## config.mk

```make
export PLATFORM = sky130hd
export DESIGN_NAME = mode_controller
export DESIGN_NICKNAME = d
export VERILOG_FILES = /design/src/rtl/clock_ctrl_pkg.sv /design/src/rtl/wrap_counter.sv /design/src/rtl/mode_controller.sv
export SDC_FILE = /design/constraint.sdc
export NUM_CORES = 1
export LEC_CHECK = 0
export ABC_CLOCK_PERIOD_IN_PS = 2800
export BUFFER_PORTS_ARGS = -buffer_cell sky130_fd_sc_hd__buf_2
export CORE_MARGIN = 4
export CORE_UTILIZATION = 60
export DETAILED_ROUTE_END_ITERATION = 6
export PLACE_DENSITY = 0.86
export SYNTH_ARGS = -nofsm -noshare
export SYNTH_HDL_FRONTEND = slang
export SYNTH_SLANG_ARGS = --single-unit
```

## constraint.sdc

```tcl
create_clock -name i_clk -period 2.8 [get_ports i_clk]
set_input_delay 0 -clock i_clk [delete_from_list [all_inputs] [get_ports i_clk]]
set_output_delay 0 -clock i_clk [all_outputs]
set_load 0.1 [all_outputs]
```

## src/rtl/clock_ctrl_pkg.sv

```systemverilog
// Shared types and constants for the clock user-interface controller:
// mode and cursor enumerations, time field widths, default field moduli.
package clock_ctrl_pkg;

    localparam int unsigned HOUR_W       = 5;
    localparam int unsigned MIN_W        = 6;
    localparam int unsigned DEF_HOUR_MOD = 24;
    localparam int unsigned DEF_MIN_MOD  = 60;

    typedef enum logic [1:0] {
        MODE_CLOCK     = 2'd0,
        MODE_SET_TIME  = 2'd1,
        MODE_SET_ALARM = 2'd2
    } mode_e;

    typedef enum logic [1:0] {
        CUR_HOUR = 2'd0,
        CUR_MIN  = 2'd1,
        CUR_SEC  = 2'd2
    } cursor_e;

endpackage

```

## src/rtl/wrap_counter.sv

```systemverilog
// Modulo increment/decrement of a single time field (combinational).
// Ports:
//   inc      - increment request (wins over dec)
//   dec      - decrement request
//   value    - current field value
//   next_c   - value after the requested step, wrapping at MOD
module wrap_counter #(
    parameter int unsigned MOD = 60,
    parameter int unsigned W   = 6
) (
    input  logic         inc,
    input  logic         dec,
    input  logic [W-1:0] value,
    output logic [W-1:0] next_c
);

    // Step with wrap in both directions: MOD-1 + 1 -> 0, 0 - 1 -> MOD-1.
    always_comb begin
        next_c = value;
        if (inc) begin
            next_c = (value >= W'(MOD - 1)) ? '0 : value + W'(1);
        end else if (dec) begin
            next_c = (value == '0) ? W'(MOD - 1) : value - W'(1);
        end
    end

endmodule

```

## src/rtl/mode_controller.sv

```systemverilog
// Button-driven mode controller for a digital clock: selects between
// CLOCK / SET_TIME / SET_ALARM, edits a time buffer and the alarm
// registers, and strobes the edited time into the timekeeper.
// Ports:
//   i_clk, i_rstn                  - clock, synchronous active-low reset
//   i_up/i_down/i_left/i_right/i_mode - single-cycle button pulses
//   i_cur_hour/min/sec             - live timekeeper value
//   o_mode, o_cursor               - current mode and selected field
//   o_set_hour/min/sec             - time edit buffer
//   o_time_load                    - one-cycle load strobe for o_set_*
//   o_alarm_hour/min, o_alarm_en   - alarm registers
module mode_controller
    import clock_ctrl_pkg::*;
#(
    parameter int unsigned HOUR_MOD = DEF_HOUR_MOD,
    parameter int unsigned MIN_MOD  = DEF_MIN_MOD
) (
    input  logic              i_clk,
    input  logic              i_rstn,
    input  logic              i_up,
    input  logic              i_down,
    input  logic              i_left,
    input  logic              i_right,
    input  logic              i_mode,
    input  logic [HOUR_W-1:0] i_cur_hour,
    input  logic [MIN_W-1:0]  i_cur_min,
    input  logic [MIN_W-1:0]  i_cur_sec,
    output logic [1:0]        o_mode,
    output logic [1:0]        o_cursor,
    output logic [HOUR_W-1:0] o_set_hour,
    output logic [MIN_W-1:0]  o_set_min,
    output logic [MIN_W-1:0]  o_set_sec,
    output logic              o_time_load,
    output logic [HOUR_W-1:0] o_alarm_hour,
    output logic [MIN_W-1:0]  o_alarm_min,
    output logic              o_alarm_en
);

    mode_e             mode_q, mode_d;
    cursor_e           cursor_q, cursor_d;
    logic [HOUR_W-1:0] set_hour_q, set_hour_d;
    logic [MIN_W-1:0]  set_min_q, set_min_d;
    logic [MIN_W-1:0]  set_sec_q, set_sec_d;
    logic              time_load_q, time_load_d;
    logic [HOUR_W-1:0] alarm_hour_q, alarm_hour_d;
    logic [MIN_W-1:0]  alarm_min_q, alarm_min_d;
    logic              alarm_en_q, alarm_en_d;

    // Up beats down; the FSM decides which field actually takes the step.
    logic inc_c, dec_c;
    assign inc_c = i_up;
    assign dec_c = ~i_up & i_down;

    logic [HOUR_W-1:0] set_hour_next_c, alarm_hour_next_c;
    logic [MIN_W-1:0]  set_min_next_c, set_sec_next_c, alarm_min_next_c;

    wrap_counter #(.MOD(HOUR_MOD), .W(HOUR_W)) u_set_hour (
        .inc(inc_c), .dec(dec_c), .value(set_hour_q), .next_c(set_hour_next_c));
    wrap_counter #(.MOD(MIN_MOD), .W(MIN_W)) u_set_min (
        .inc(inc_c), .dec(dec_c), .value(set_min_q), .next_c(set_min_next_c));
    wrap_counter #(.MOD(MIN_MOD), .W(MIN_W)) u_set_sec (
        .inc(inc_c), .dec(dec_c), .value(set_sec_q), .next_c(set_sec_next_c));
    wrap_counter #(.MOD(HOUR_MOD), .W(HOUR_W)) u_alarm_hour (
        .inc(inc_c), .dec(dec_c), .value(alarm_hour_q), .next_c(alarm_hour_next_c));
    wrap_counter #(.MOD(MIN_MOD), .W(MIN_W)) u_alarm_min (
        .inc(inc_c), .dec(dec_c), .value(alarm_min_q), .next_c(alarm_min_next_c));

    // Next-state logic: strict priority mode > left/right > up/down, one action per cycle.
    always_comb begin
        mode_d       = mode_q;
        cursor_d     = cursor_q;
        set_hour_d   = set_hour_q;
        set_min_d    = set_min_q;
        set_sec_d    = set_sec_q;
        time_load_d  = 1'b0;
        alarm_hour_d = alarm_hour_q;
        alarm_min_d  = alarm_min_q;
        alarm_en_d   = alarm_en_q;

        if (i_mode) begin
            cursor_d = CUR_HOUR;
            case (mode_q)
                MODE_CLOCK: begin
                    mode_d     = MODE_SET_TIME;
                    set_hour_d = i_cur_hour;
                    set_min_d  = i_cur_min;
                    set_sec_d  = i_cur_sec;
                end
                MODE_SET_TIME: begin
                    mode_d      = MODE_SET_ALARM;
                    time_load_d = 1'b1;
                end
                default: mode_d = MODE_CLOCK;
            endcase
        end else if (i_left || i_right) begin
            // Left/right are consumed in every mode; in CLOCK they do nothing.
            if (mode_q == MODE_SET_TIME) begin
                if (i_left) begin
                    case (cursor_q)
                        CUR_HOUR: cursor_d = CUR_SEC;
                        CUR_MIN:  cursor_d = CUR_HOUR;
                        default:  cursor_d = CUR_MIN;
                    endcase
                end else begin
                    case (cursor_q)
                        CUR_HOUR: cursor_d = CUR_MIN;
                        CUR_MIN:  cursor_d = CUR_SEC;
                        default:  cursor_d = CUR_HOUR;
                    endcase
                end
            end else if (mode_q == MODE_SET_ALARM) begin
                cursor_d = (cursor_q == CUR_HOUR) ? CUR_MIN : CUR_HOUR;
            end
        end else if (i_up || i_down) begin
            case (mode_q)
                MODE_CLOCK: alarm_en_d = ~alarm_en_q;
                MODE_SET_TIME: begin
                    case (cursor_q)
                        CUR_HOUR: set_hour_d = set_hour_next_c;
                        CUR_MIN:  set_min_d  = set_min_next_c;
                        default:  set_sec_d  = set_sec_next_c;
                    endcase
                end
                default: begin
                    if (cursor_q == CUR_HOUR) alarm_hour_d = alarm_hour_next_c;
                    else                      alarm_min_d  = alarm_min_next_c;
                end
            endcase
        end
    end

    // State and output registers with synchronous reset.
    always_ff @(posedge i_clk) begin
        if (!i_rstn) begin
            mode_q       <= MODE_CLOCK;
            cursor_q     <= CUR_HOUR;
            set_hour_q   <= '0;
            set_min_q    <= '0;
            set_sec_q    <= '0;
            time_load_q  <= 1'b0;
            alarm_hour_q <= '0;
            alarm_min_q  <= '0;
            alarm_en_q   <= 1'b0;
        end else begin
            mode_q       <= mode_d;
            cursor_q     <= cursor_d;
            set_hour_q   <= set_hour_d;
            set_min_q    <= set_min_d;
            set_sec_q    <= set_sec_d;
            time_load_q  <= time_load_d;
            alarm_hour_q <= alarm_hour_d;
            alarm_min_q  <= alarm_min_d;
            alarm_en_q   <= alarm_en_d;
        end
    end

    assign o_mode       = mode_q;
    assign o_cursor     = cursor_q;
    assign o_set_hour   = set_hour_q;
    assign o_set_min    = set_min_q;
    assign o_set_sec    = set_sec_q;
    assign o_time_load  = time_load_q;
    assign o_alarm_hour = alarm_hour_q;
    assign o_alarm_min  = alarm_min_q;
    assign o_alarm_en   = alarm_en_q;

endmodule

```

==> impl_metrics.toml <==
[route]
via_per_inst = 6.58
num_vias = 3101
drc = 0
drt-total-wl_mm = 7.54
initialDrtViolationCount = 310
drt-pass1-iter-count = 6
ant_nets = 0
post_drt_wl_per_cell_um = 16.0

[die]
io_pins = 58
core_area_um2 = 4410
rows = 24
die_x_um = 76.1
floorplan.initialDensity_pct = 63.0
die_y_um = 76.1
dieArea_um2 = 5780

[place]
dp_worst_setup_slack_ps = 910
gp_congestion = 0.916
placed_area_um2 = 2990
numPortBuffers = 57
post-dp-hpwl_mm = 5.21

[pwr]
power_switching_share_pct = 42.3
peakVddDrop_uv = 344
combinationalPowerShare_pct = 35.0
switching_power_mw = 0.623
p_int_mw = 0.849
leakage_nw = 1.24
seqPwrFrac_pct = 38.5
power_density_nw_per_um2 = 476
clkPwrFrac_pct = 26.4

[sta]
fmax_mhz = 510
hold_slack_ps = 14.6
rsz0062_at_grt = "no"
layout_setup_ws_ps = 841
finalSetupViolations = 0
period_minus_slack_ps = 1960
period_share_pct = 70.0
clock_skew_ps = 9.73
hold_viol = 0
tightestPinTransition_ps = 794
max_slew_margin_pct = 47.1
drv_slew = 0
tns_ps = 0

[finish]
utilization_pct = 70.0
finalInstanceArea_um2 = 3090
n_antenna_cell = 0
fillCellCount = 389
drive_above_1_share_pct = 18.9
area_delta_synth_final_pct = 11.2
final_nets = 457

[worst_hold_path]
whs_path_depth = 3
hold_start = "i_cur_hour[2]"
holdPathEnd = "o_set_hour[2]"
min-delay-path-class = "input port to flop"

[logic_synthesis]
ys_seq_area_share_pct = 24.5
yosysMostFrequentCell = "a21oi_1"
syn_area_um2 = 2780
synth_top_cell_by_area = "dfxtp_1"
synth_cell_types = 62
synthTopCellsByCount = "35 x a21oi_1, 34 x dfxtp_1, 32 x nor2_1"
ys_ff_latch = 34
synth_top_area_share_pct = 24.5
syn_nets = 419
dominantRegCellSynth = "dfxtp_1"
syn_inst = 380
synth_edf_count = 0
avgSynthCellArea_um2 = 7.31
async_flop_share_pct = 0
synthTopCellsByArea = "dfxtp_1 24%, ha_1 6.8%, a21oi_1 6.3%"
synth_warnings = 0

[cts]
clock_sinks = 34
post_cts_buffers = 0
cts_buffers = 5
clock_latency_ps = 300
clkTransAtPathRegs_ps = 80
cts_buffer_depth = 2
root_buffer = "clkbuf_8"
cts_tree = "built"
htreeDepth = 2

[setup_path]
cp_max_fo = 8
r2r_end = "o_set_sec[3]"
r2r_cells = 5
reg2reg_from = "o_set_sec[0]"
crit_type = "flop to flop"
cp-start-kind = "flop"
end_kind = "flop"
cp_data_arrival_time_ps = 2130
crit_start = "o_set_sec[0]"
crit_required_ps = 2970
r2r_slack_ps = 840

[global_routing]
overflow = 0
track_usage_pct = 24.9
grt_max_degree = 47
grt_first_pass_wirelength_mm = 12.6
antenna_found_initial = 0
grt_pass1_vias = 2794

[job]
maxCapViolCount = 0

[status]
outcome = "complete, no violations"
## routing by layer
metal / track usage, % / up-vias / part of all wire, %
li1: - / 1483 / -
met1: 32.4 / 1435 / 41
met2: 40.2 / 162 / 49
met3: 5.91 / 21 / 8.5
met4: 8.74 / 0 / 1.6
met5: 0 / - / 0
## worst max-delay path by stage
stage,endpoint,slack [ps],cells past startpoint
after floorplan,o_set_min[1],380,6
after global placement,o_set_sec[3],950,5
after detailed placement,o_set_sec[3],910,5
after CTS,o_set_sec[3],880,5
after global routing,o_set_sec[3],730,7
final,o_set_sec[3],840,5
## sequential cells by signal (all words and copies together) (netlist names)
name and cells:
o_set_min 6, o_alarm_min 6, o_set_sec 6, o_mode 2, o_alarm_hour 5, o_alarm_en 1, o_set_hour 5, o_cursor 2
o_time_load 1
## per-stage QoR
stage / std cells / power [mW]
3_3_place_gp: 462 / 1.07
4_1_cts: 471 / 1.46
2_1_floorplan: 380 / 0.994
6_report: 471 / 1.47
5_1_grt: 471 / 1.54
3_5_place_dp: 462 / 1.08
## power groups by stage
stage	logic (mW)	clock network (mW)	registers (mW)
floorplan	0.261	0	0.733
global placement	0.498	0	0.575
detailed placement	0.507	0	0.576
CTS	0.511	0.385	0.565
global route	0.553	0.410	0.573
finish	0.516	0.389	0.567
## layout by cell type (no fill, tap or decap), drive strengths merged, types with 2 or more instances in the layout
cell type	Yosys	layout
a311oi	6	6
o21bai	2	2
nor2b	4	4
nor4	2	2
nand4	5	5
ha	15	15
or3	2	2
xnor2	4	4
dfxtp	34	34
nand3b	2	2
o22ai	2	2
clkinv	1	2
xor2	4	4
nor2	33	33
a31o	4	4
o21ai	34	34
nor3	16	16
o21a	4	4
a21oi	35	35
and3	5	5
clkbuf	13	7
nor3b	3	3
a2111oi	3	3
nand2	23	23
o31ai	10	10
buf	14	57
o211ai	3	3
a31oi	13	13
a221oi	3	3
o2111ai	2	2
nand3	25	25
and2	4	4
a211oi	10	10
inv	22	22
nand2b	3	3
## final cells by class
type	count	area, µm²	share of cell area, %
clock inverter	1	5.00	0.162
tap	52	65.1	2.11
sequential	34	681	22.0
timing repair buffer	58	295	9.56
inverter	23	86.3	2.79
clock buffer	7	86.3	2.79
multi-input combinational	296	1870	60.6
## cell families after synthesis
kind of cell | count (synthesis) | synth area share (%)
XOR/XNOR | 8 | 2.52
AO/OA/AOI/OAI | 141 | 33.9
AND/OR/NAND/NOR | 132 | 24.1
flip-flops | 34 | 24.5
buffers and inverters | 50 | 8.19
adder cells (fa/ha/maj) | 15 | 6.75
## worst max-delay path, cell delays in order (launching register included)
cell,delay (ps)
dfxtp_1,500
ha_1,300
o2111ai_1,140
and2_1,210
a2111oi_0,550
o31ai_1,140
## repair_timing
item / in CTS / in global routing
resized for setup: 0 / 0
hold buffers: 1 / 0
hold endpoints to repair: 1 / 0
Note: power is estimated with default switching activity, not from simulation.
